==> config.mk <==
export PLATFORM = sky130hd
export DESIGN_NAME = gcd_stein_engine
export DESIGN_NICKNAME = d
export VERILOG_FILES = /design/src/rtl/gcd_pkg.sv /design/src/rtl/gcd_stein_step.sv /design/src/rtl/gcd_stein_engine.sv
export SDC_FILE = /design/constraint.sdc
export NUM_CORES = 1
export LEC_CHECK = 0
export BUFFER_PORTS_ARGS = -buffer_cell sky130_fd_sc_hd__buf_2
export CAP_MARGIN = 20
export CORE_AREA = 3 3 91 93
export CTS_BUF_LIST = sky130_fd_sc_hd__clkbuf_8
export CTS_CLUSTER_DIAMETER = 150
export DETAILED_ROUTE_END_ITERATION = 10
export DIE_AREA = 0 0 94 96
export PLACE_DENSITY_LB_ADDON = 0.3
export SLEW_MARGIN = 15
export SYNTH_ARGS = -nofsm -noshare
export SYNTH_HDL_FRONTEND = slang
export SYNTH_SLANG_ARGS = --single-unit
==> constraint.sdc <==
create_clock -name clk -period 5.3 [get_ports clk]
set_input_delay 0.265 -clock clk [delete_from_list [all_inputs] [get_ports clk]]
set_output_delay 0.265 -clock clk [all_outputs]
set_load 0.02 [all_outputs]
==> src/rtl/gcd_pkg.sv <==
// Shared types and sizing for the Stein GCD engine.
// The optional cycle counter is enabled with GCD_CYCLE_COUNT_EN.
package gcd_pkg;

  typedef enum logic [2:0] {
    IDLE,
    ALIGN,
    REDUCE,
    FINISH,
    DONE
  } gcd_state_t;

  // Wide enough for the worst case ALIGN + REDUCE + FINISH cycle count.
  function automatic int cnt_width(input int width);
    return $clog2(3 * width + 4);
  endfunction

endpackage

==> src/rtl/gcd_stein_step.sv <==
// One REDUCE iteration of Stein's binary GCD: strip a factor of two from an
// even operand, otherwise replace the larger odd operand by half the difference.
module gcd_stein_step
  import gcd_pkg::*;
#(
  parameter int WIDTH = 8
) (
  input  logic [WIDTH-1:0] x,
  input  logic [WIDTH-1:0] y,
  output logic [WIDTH-1:0] x_nx,
  output logic [WIDTH-1:0] y_nx,
  output logic             eq
);

  always_comb begin
    x_nx = x;
    y_nx = y;
    eq   = 1'b0;
    if (!x[0]) begin
      x_nx = x >> 1;
    end else if (!y[0]) begin
      y_nx = y >> 1;
    end else if (x == y) begin
      eq = 1'b1;
    end else if (x > y) begin
      // Both odd, so the difference is even and the halving is exact.
      x_nx = (x - y) >> 1;
    end else begin
      y_nx = (y - x) >> 1;
    end
  end

endmodule

==> src/rtl/gcd_stein_engine.sv <==
// Binary (Stein) GCD engine with valid/ready operand and result handshakes.
// Define GCD_CYCLE_COUNT_EN to add the saturating compute-cycle counter on out_cycles.
module gcd_stein_engine
  import gcd_pkg::*;
#(
  parameter int WIDTH = 8
`ifdef GCD_CYCLE_COUNT_EN
  ,
  localparam int CNT_W = cnt_width(WIDTH)
`endif
) (
  input  logic             clk,
  input  logic             reset,
  input  logic             in_valid,
  output logic             in_ready,
  input  logic [WIDTH-1:0] in_a,
  input  logic [WIDTH-1:0] in_b,
  output logic             out_valid,
  input  logic             out_ready,
  output logic [WIDTH-1:0] out_gcd
`ifdef GCD_CYCLE_COUNT_EN
  ,
  output logic [CNT_W-1:0] out_cycles
`endif
);

  // Handshake rule: a transfer happens on a rising edge where valid && ready;
  // in_ready is high only in IDLE, out_valid only in DONE, and both are
  // decoded from the state register so no input reaches an output combinationally.

  localparam int K_W = $clog2(WIDTH);

  gcd_state_t       state_q, state_d;
  logic [WIDTH-1:0] x_q, x_d;
  logic [WIDTH-1:0] y_q, y_d;
  logic [K_W-1:0]   k_q, k_d;
  logic [WIDTH-1:0] result_q, result_d;

  logic [WIDTH-1:0] x_nx;
  logic [WIDTH-1:0] y_nx;
  logic             xy_eq;

  gcd_stein_step #(
    .WIDTH(WIDTH)
  ) u_step (
    .x   (x_q),
    .y   (y_q),
    .x_nx(x_nx),
    .y_nx(y_nx),
    .eq  (xy_eq)
  );

  always_comb begin
    state_d  = state_q;
    x_d      = x_q;
    y_d      = y_q;
    k_d      = k_q;
    result_d = result_q;
    case (state_q)
      IDLE: begin
        if (in_valid) begin
          x_d = in_a;
          y_d = in_b;
          k_d = '0;
          if ((in_a == '0) || (in_b == '0)) begin
            result_d = in_a | in_b;
            state_d  = DONE;
          end else begin
            state_d = ALIGN;
          end
        end
      end
      ALIGN: begin
        if (!x_q[0] && !y_q[0]) begin
          x_d = x_q >> 1;
          y_d = y_q >> 1;
          k_d = k_q + K_W'(1);
        end else begin
          state_d = REDUCE;
        end
      end
      REDUCE: begin
        if (xy_eq) begin
          state_d = FINISH;
        end else begin
          x_d = x_nx;
          y_d = y_nx;
        end
      end
      FINISH: begin
        // Restore the common power of two stripped during ALIGN.
        result_d = x_q << k_q;
        state_d  = DONE;
      end
      DONE: begin
        if (out_ready) begin
          state_d = IDLE;
        end
      end
      default: state_d = IDLE;
    endcase
  end

  always_ff @(posedge clk) begin
    if (reset) begin
      state_q  <= IDLE;
      x_q      <= '0;
      y_q      <= '0;
      k_q      <= '0;
      result_q <= '0;
    end else begin
      state_q  <= state_d;
      x_q      <= x_d;
      y_q      <= y_d;
      k_q      <= k_d;
      result_q <= result_d;
    end
  end

  assign in_ready  = (state_q == IDLE);
  assign out_valid = (state_q == DONE);
  assign out_gcd   = result_q;

`ifdef GCD_CYCLE_COUNT_EN
  logic [CNT_W-1:0] cnt_q, cnt_d;

  always_comb begin
    cnt_d = cnt_q;
    if ((state_q == IDLE) && in_valid) begin
      cnt_d = '0;
    end else if (((state_q == ALIGN) || (state_q == REDUCE) || (state_q == FINISH))
                 && (cnt_q != '1)) begin
      cnt_d = cnt_q + CNT_W'(1);
    end
  end

  always_ff @(posedge clk) begin
    if (reset) begin
      cnt_q <= '0;
    end else begin
      cnt_q <= cnt_d;
    end
  end

  assign out_cycles = cnt_q;
`endif

endmodule

==> metrics.csv, run 1 <==
metric;value;unit
synth_common_cells;nand2_1 (33), nor2_1 (31), a21oi_1 (30), dfxtp_1 (30);
grt_pass1_wl;12.7;mm
p_leak;1.06;nW
slew-limit-headroom;59.1;%
power_switching_share;48.9;%
p_switching;617;uW
cts.repair.resized;0;
die-area;9020;sq um
synthToLayoutAreaGrowth;9.47;%
ios;30;
cts_buffers;5;
ys_async_sr_fraction;0;%
port_buffers;29;
worstSetupPathType;reg -> reg;
cts_tree;yes;
gp_congestion;0.835;
intPower;646;uW
worstPathRequired;5510;ps
cts_max_level;2;
power;1.26;mW
cts_setup_buffers;0;
antenna_found_initial;0;
first_global_vias;2443;
slew_violations;0;
clock-sinks;30;
yosysSeqAreaShare;22.8;%
path_cells;inv_1 -> ha_1 -> fa_1 -> nand2b_1 -> a211oi_2 -> o2111ai_1 -> nand2_1 -> nor2_1 -> a311oi_2;
max_freq;346;MHz
pwr-share-comb;59.0;%
critPathArrivalTime;3100;ps
first_pass_iters;5;
cp_top_family;compound AO/OA/AOI/OAI gates;
drtAntennaViolNets;0;
end_kind;register;
pwr_density_cell;439;nW/um^2
min_period;2890;ps
fin_skew;5.19;ps
yosysWarnings;0;
seqPwrFrac;26.0;%
start_util;34.6;%
setup_violations;0;
core;7610;sq um
antenna_cells;0;
fin_crit_sh;54.6;%
postCtsHoldBufs;0;
clk_latency;290;ps
grt_max_degree;30;
drv_cap;0;
syn_avg_cell_area;7.78;sq um
worst_pin_slew;613;ps
synth_cells;338;
final.setup.tns;0;ps
drive_gt1_share;15.5;%
rsz0062_at_grt;no;
routed_via_density;5.74;
synth_area_leader_cell;dfxtp_1;
routed_wl;7.83;mm
synth_seq_cells;30;
syn_area;2630;sq um
dpl.hpwl;6.00;mm
irDropWorstVdd;0.131;mV
max_stage_delay;640;ps
synth.most_common_cell;nand2_1;
crit_fanout;16;
synth_edf_count;0;
num_vias;2623;
cts_buffer_depth;2;
hold_class;in -> reg;
syn_nets;378;
synth_area_leaders;dfxtp_1 (23%), ha_1 (8.6%), a21oi_1 (5.7%), nand2_1 (4.7%), nor2_1 (4.4%);
drc;0;
grt_overflow;0;
critical_path.slowest_cell;dfxtp_1;
yosys.area.top_type_share;22.8;%
hold_viol;0;
final_nets;395;
yosys.cell_types.count;66;
drt_iter0_markers;143;
fp.dieW;94;um
die_h;96;um
clockPowerShare;15.0;%
status;finished clean;
clockRootBuffer;clkbuf_8;
place_area;2800;sq um
clk_pin_slew;70;ps
critPathBufInv;1;
final_area;2880;sq um
grtUsageTotal;18.1;%
synth-main-ff-cell;dfxtp_1;
routedWlPerCell;17.1;um
rows;32;
start_kind;register;
## flip-flops by register name, summed over array words and instances (netlist names)
signal   flops
k_q          3
x_q          8
state_q      3
out_gcd      8
y_q          8
## per-layer routing
metal | part of all wire, % | vias to the layer above | track usage [%]
met5 | 0 | - | 0
met4 | 1.6 | 0 | 4.57
met3 | 4.7 | 15 | 2.58
met2 | 46 | 83 | 30.5
met1 | 47 | 1221 | 24.5
li1 | - | 1304 | -
## stage by stage
stage | worst slack, ps | util (%) | hold slack [ps] | instances
after CTS | 2470 | 37.8 | 247 | 457
after floorplan | 2640 | - | 417 | 338
final | 2410 | 37.8 | 242 | 457
after global placement | 2560 | 36.8 | 438 | 450
after global routing | 2220 | 37.8 | 267 | 457
after detailed placement | 2480 | 36.8 | 444 | 450
## cell usage in the layout, fill, tap and decap left out, types with 5 or more instances in the layout
master    Yosys  routed
nand2_1      33      33
nor2_1       31      31
a21oi_1      30      30
dfxtp_1      30      30
buf_2         3      29
inv_1        20      20
o21ai_0      20      20
ha_1         18      18
o21a_1       11      11
o211ai_1     10      10
nand3_1       8       8
a211oi_1      8       8
a22oi_1       6       6
nand2b_1      5       5
clkbuf_8      0       5
## final timing paths
kind	slack (ps)	from	cells after the start	to
worst min register to register	450	out_gcd[1]$_SDFFE_PP0P_	2	out_gcd[1]$_SDFFE_PP0P_
worst max-delay path	2410	x_q[0]$_SDFFE_PP0P_	9	x_q[5]$_SDFFE_PP0P_
worst max register to register	2410	x_q[0]$_SDFFE_PP0P_	9	x_q[5]$_SDFFE_PP0P_
worst min-delay path	240	out_ready	3	state_q[2]$_SDFFE_PP0P_
## final cells by class
| cell class | count | area [sq um] |
|---|---|---|
| clock inverter | 2 | 10.0 |
| fill | 805 | 4730 |
| timing repair buffer | 29 | 145 |
| tap | 102 | 128 |
| sequential | 30 | 601 |
| inverter | 20 | 75.1 |
| multi-input combinational | 269 | 1850 |
| clock buffer | 5 | 68.8 |
## cells by family after synthesis
logic type | share of synthesized area, %
adders and majority gates | 10.1
and+or+nand+nor | 21.3
DFF | 22.8
muxes | 2.47
buffers and inverters | 6.76
xor gates and xnor gates | 2.00
AOI/OAI and AO/OA | 34.5
## tightest hold or removal path, delay by kind of cell
kind	cells	cell delay, ps
AND/OR/NAND/NOR	1	90
buffers and inverters	1	70
AO/OA/AOI/OAI	1	60
## power groups by stage
| stage | combinational, mW | clock (mW) | sequential (mW) |
|---|---|---|---|
| 6_report | 0.746 | 0.189 | 0.328 |
| 5_1_grt | 0.826 | 0.199 | 0.335 |
| 4_1_cts | 0.735 | 0.190 | 0.326 |
| 3_5_place_dp | 0.732 | 0 | 0.331 |
| 3_3_place_gp | 0.723 | 0 | 0.330 |
| 2_1_floorplan | 0.616 | 0 | 0.304 |
Note: power is estimated with default switching activity, not from simulation.
==> inputs of run 2 (changes only) <==
- clock period: 5.3 -> 2.9 ns (I/O delays scaled with it)
==> run 2 against run 1 <==
Compared with the run above:
- non-clock buffer count rose by 1
- worst hold slack got worse by 120 ps
- maximum frequency rose by 10%
- worst setup slack got worse by 2100 ps
- design area is 2.5% higher
- sequential cell count unchanged
- first-iteration DRC count is 22% higher
- sequential power up 80%
- via count grew 2.5%
- clock power increased to 2.9 times the previous value
==> metrics.csv, run 2 (same netlist as run 1, synthesis figures left out) <==
metric;value;unit
drtAntennaViolNets;0;
final_nets;396;
num_vias;2689;
p_leak;1.10;nW
core;7610;sq um
path_cells;ha_1 -> fa_1 -> nand2b_1 -> a211oi_2 -> o2111ai_1 -> nand2_1 -> nor2_1 -> a311oi_2;
max_stage_delay;400;ps
max_freq;382;MHz
min_period;2620;ps
die_h;96;um
drive_gt1_share;16.0;%
hold_viol;0;
clock-sinks;30;
worst_pin_slew;712;ps
n_fill_cell;814;
clockPowerShare;21.7;%
final.setup.tns;0;ps
power_switching_share;44.9;%
dpl.hpwl;6.04;mm
routedWlPerCell;17.4;um
worstSetupPathDepth;8;
synthToLayoutAreaGrowth;12.2;%
grtUsageTotal;18.6;%
cts_setup_buffers;0;
slew-limit-headroom;52.2;%
rsz0062_at_grt;no;
cts_buffers;5;
p_switching;1.13;mW
cts_tree;yes;
status;finished clean;
drt_iter0_markers;175;
seqPwrFrac;23.4;%
reg2regPathDepth;8;
grt_overflow;0;
slew_violations;0;
worstPathRequired;3110;ps
mostFrequentLayoutCells;nand2_1 (33), nor2_1 (31), a21oi_1 (30), dfxtp_1 (30), buf_2 (29);
first_global_vias;2483;
start_kind;register;
final_common_cell;nand2_1;
gp_congestion;0.903;
cts.repair.resized;0;
grt_max_degree;30;
rows;32;
intPower;1.39;mW
cts_max_level;2;
hold_class;in -> reg;
end_kind;register;
clockRootBuffer;clkbuf_8;
setup_violations;0;
clk_pin_slew;70;ps
ios;30;
grt_pass1_wl;13.1;mm
drc;0;
cp_top_family;compound AO/OA/AOI/OAI gates;
worstSetupPathType;reg -> reg;
clk_latency;290;ps
hold_end;state_q[2]$_SDFFE_PP0P_;
critPathBufInv;0;
rr_startpoint;y_q[0]$_SDFFE_PP0P_;
routed_wl;8.00;mm
crit_fanout;12;
critical_path.slowest_cell;fa_1;
die-area;9020;sq um
worstHoldStart;out_ready;
multiInputGateArea;1850;sq um
pwr-share-comb;54.9;%
irDropWorstVdd;0.250;mV
critPathArrivalTime;2830;ps
routed_via_density;5.86;
port_buffers;29;
antenna_found_initial;0;
first_pass_iters;5;
drv_cap;0;
rr_endpoint;x_q[5]$_SDFFE_PP0P_;
cts_buffer_depth;2;
final_core_util;38.8;%
pwr_density_cell;856;nW/um^2
seqCellArea;601;sq um
fin_crit_sh;90.3;%
hold_depth;3;
postCtsHoldBufs;0;
antenna_cells;0;
r2r_slack;280;ps
fin_skew;7.77;ps
start_util;34.6;%
fp.dieW;94;um
## run 2: cell types whose count changed in the layout (fill, tap and decap cells not counted), sizes merged
cell	change
bufinv	+2
clkinv	-2
buf	+1
clkbuf	+1
## run 2: cell type report
cell class,instances,share of cell area [%]
Multi-Input combinational cell,269,62.8
Sequential cell,30,20.4
Timing Repair Buffer,30,5.17
Tap cell,102,4.33
Clock buffer,6,2.80
Inverter,20,2.54
Clock inverter,2,2.04
## run 2: routing by layer
metal | vias to the layer above | routed length (um) | GRT usage, %
met5 | - | 0 | 0
met4 | 0 | 155 | 6.02
met3 | 14 | 409 | 2.66
met2 | 85 | 3690 | 30.2
met1 | 1289 | 3750 | 25.3
li1 | 1301 | - | -
## run 2: worst register-to-register path, stage by stage (launching register included)
cell       delay [ps]
dfxtp_1           390
ha_1              270
fa_1              400
nand2b_1          220
a211oi_2          330
o2111ai_1         210
nand2_1           370
nor2_1            100
a311oi_2          250
## run 2: how the worst max path moves through the flow
stage | start | end | slack, ps
after global placement | y_q[0]$_SDFFE_PP0P_ | x_q[5]$_SDFFE_PP0P_ | 460
after detailed placement | x_q[1]$_SDFFE_PP0P_ | x_q[5]$_SDFFE_PP0P_ | 380
after global routing | x_q[1]$_SDFFE_PP0P_ | x_q[5]$_SDFFE_PP0P_ | 50
final | y_q[0]$_SDFFE_PP0P_ | x_q[5]$_SDFFE_PP0P_ | 280
after CTS | y_q[0]$_SDFFE_PP0P_ | x_q[5]$_SDFFE_PP0P_ | 330
after floorplan | x_q[0]$_SDFFE_PP0P_ | x_q[5]$_SDFFE_PP0P_ | 240
## run 2: through the flow
step	hold WS, ps	cell area, sq um	setup slack [ps]	power (mW)	cells
3_5_place_dp	416	2810	384	1.94	451
4_1_cts	120	2950	328	2.50	459
2_1_floorplan	297	2630	239	1.68	338
3_3_place_gp	429	2810	463	1.94	451
5_1_grt	139	2950	54.8	2.72	459
6_report	124	2950	282	2.53	459
## run 2: power groups by stage
stage                     registers (mW)  clock network, mW  logic (mW)
after floorplan                    0.556                  0        1.13
after global placement             0.595                  0        1.35
after detailed placement           0.597                  0        1.34
after CTS                          0.587              0.552        1.36
after global routing               0.602              0.571        1.55
final                              0.592              0.547        1.39
==> inputs of run 3 (changes only) <==
- REMOVE_ABC_BUFFERS: not set -> 1
==> run 3 against run 2 <==
Compared with the run above:
- final cell count stayed put
- critical path depth did not move
- core utilization fell by 0.67 points
- sequential share of layout area is 0.36 points higher
- die area stayed put
- clock skew decreased by 3.0 ps
==> metrics.csv, run 3 (same netlist as run 1, synthesis figures left out) <==
metric;value;unit
end_kind;register;
antenna_cells;0;
routedWlPerCell;17.0;um
routed_via_density;5.78;
critical_path.slowest_cell;fa_1;
worstSetupPathType;reg -> reg;
ios;30;
drive_gt1_share;15.7;%
start_kind;register;
first_pass_iters;4;
slew_violations;0;
numPlacedInstances;451;
clk_latency;290;ps
cts_buffer_depth;2;
pwr-share-comb;59.1;%
antenna_found_initial;0;
fin_crit_sh;88.5;%
route.met2.wl;3.76;mm
setup_violations;0;
routed_wl;7.80;mm
rsz0062_at_grt;no;
cts.repair.resized;0;
die_h;96;um
synthToLayoutAreaGrowth;10.2;%
grtUsageTotal;18.1;%
slew-limit-headroom;58.9;%
drtAntennaViolNets;0;
dpl.hpwl;6.01;mm
gp_congestion;0.945;
intPower;1.21;mW
cts_buffers;5;
wl_met1;3.58;mm
drt_iter0_markers;280;
pwr_density_cell;802;nW/um^2
fin_skew;4.75;ps
top_layer;met4;
drc;0;
grt_max_degree;30;
dr_wl_met3;371;um
num_vias;2652;
drv_cap;0;
power_switching_share;47.8;%
port_buffers;29;
start_util;34.6;%
n_fill_cell;819;
grt_overflow;0;
final_nets;396;
min_period;2570;ps
cts_tree;yes;
status;finished clean;
first_global_vias;2512;
hold_class;in -> reg;
cts_max_level;2;
max_freq;390;MHz
seqPwrFrac;25.4;%
p_leak;1.08;nW
final_cells;459;
worst_pin_slew;612;ps
final_common_cell;nand2_1;
hold_viol;0;
rows;32;
grt_pass1_wl;12.9;mm
crit_fanout;12;
clockPowerShare;15.5;%
irDropWorstVdd;0.228;mV
clock-sinks;30;
final.setup.tns;0;ps
postCtsHoldBufs;0;
fp.dieW;94;um
max_stage_delay;400;ps
worstPathRequired;3100;ps
die-area;9020;sq um
p_switching;1.11;mW
path_cells;ha_1 -> fa_1 -> nand2b_1 -> a211oi_2 -> o2111ai_1 -> nand2_1 -> nor2_1 -> a311oi_2;
core;7610;sq um
clockRootBuffer;clkbuf_8;
mostFrequentLayoutCells;nand2_1 (33), nor2_1 (31), a21oi_1 (30), dfxtp_1 (30), buf_2 (29);
cts_setup_buffers;0;
critPathArrivalTime;2760;ps
clk_pin_slew;70;ps
[run 3: cell types whose count changed in the layout (fill, tap and decap cells not counted)]
cell / before / now
inv_1: 20 / 21
clkinv_2: 0 / 1
bufinv_16: 2 / 0
[run 3: final timing paths]
kind | startpoint | to | slack (ps) | cells past startpoint
setup / recovery | y_q[0]$_SDFFE_PP0P_ | x_q[5]$_SDFFE_PP0P_ | 330 | 8
hold / removal | out_ready | state_q[2]$_SDFFE_PP0P_ | 140 | 3
setup reg to reg | y_q[0]$_SDFFE_PP0P_ | x_q[5]$_SDFFE_PP0P_ | 330 | 8
hold reg to reg | out_gcd[0]$_SDFFE_PP0P_ | out_gcd[0]$_SDFFE_PP0P_ | 450 | 2
[run 3: layer usage]
layer	GRT usage [%]	vias up
li1	-	1303
met1	24.2	1266
met2	30.1	74
met3	2.97	9
met4	5.42	0
met5	0	-
[run 3: stage by stage]
step / area (sq um) / util [%] / hold WS (ps) / power, mW / worst slack [ps]
final: 2900 / 38.1 / 136 / 2.33 / 333
after global routing: 2900 / 38.1 / 150 / 2.52 / 143
after CTS: 2900 / 38.1 / 136 / 2.31 / 361
after detailed placement: 2810 / 36.9 / 433 / 1.95 / 379
after global placement: 2810 / 36.9 / 434 / 1.94 / 446
after floorplan: 2530 / - / 213 / 1.61 / 359
[run 3: layout make-up]
type	count	area, sq um	share of cell area, %
Multi-Input combinational cell	269	1850	63.9
Inverter	20	75.1	2.59
Clock inverter	2	8.76	0.302
Sequential cell	30	601	20.7
Timing Repair Buffer	30	153	5.27
Tap cell	102	128	4.40
Clock buffer	6	82.6	2.85
[run 3: power by group through the flow]
stage                     Clock, mW  Combinational [mW]  Sequential, mW
final                         0.360                1.38           0.589
after detailed placement          0                1.35           0.595
after CTS                     0.367                1.36           0.586
after floorplan                   0                1.04           0.569
after global placement            0                1.35           0.595
after global routing          0.386                1.54           0.603
[run 3: critical path, delay by kind of cell (launching register included)]
kind            cells  cell delay [ps]
flops               1              380
simple gates        3              650
compound gates      3              780
fa+ha+maj           2              670
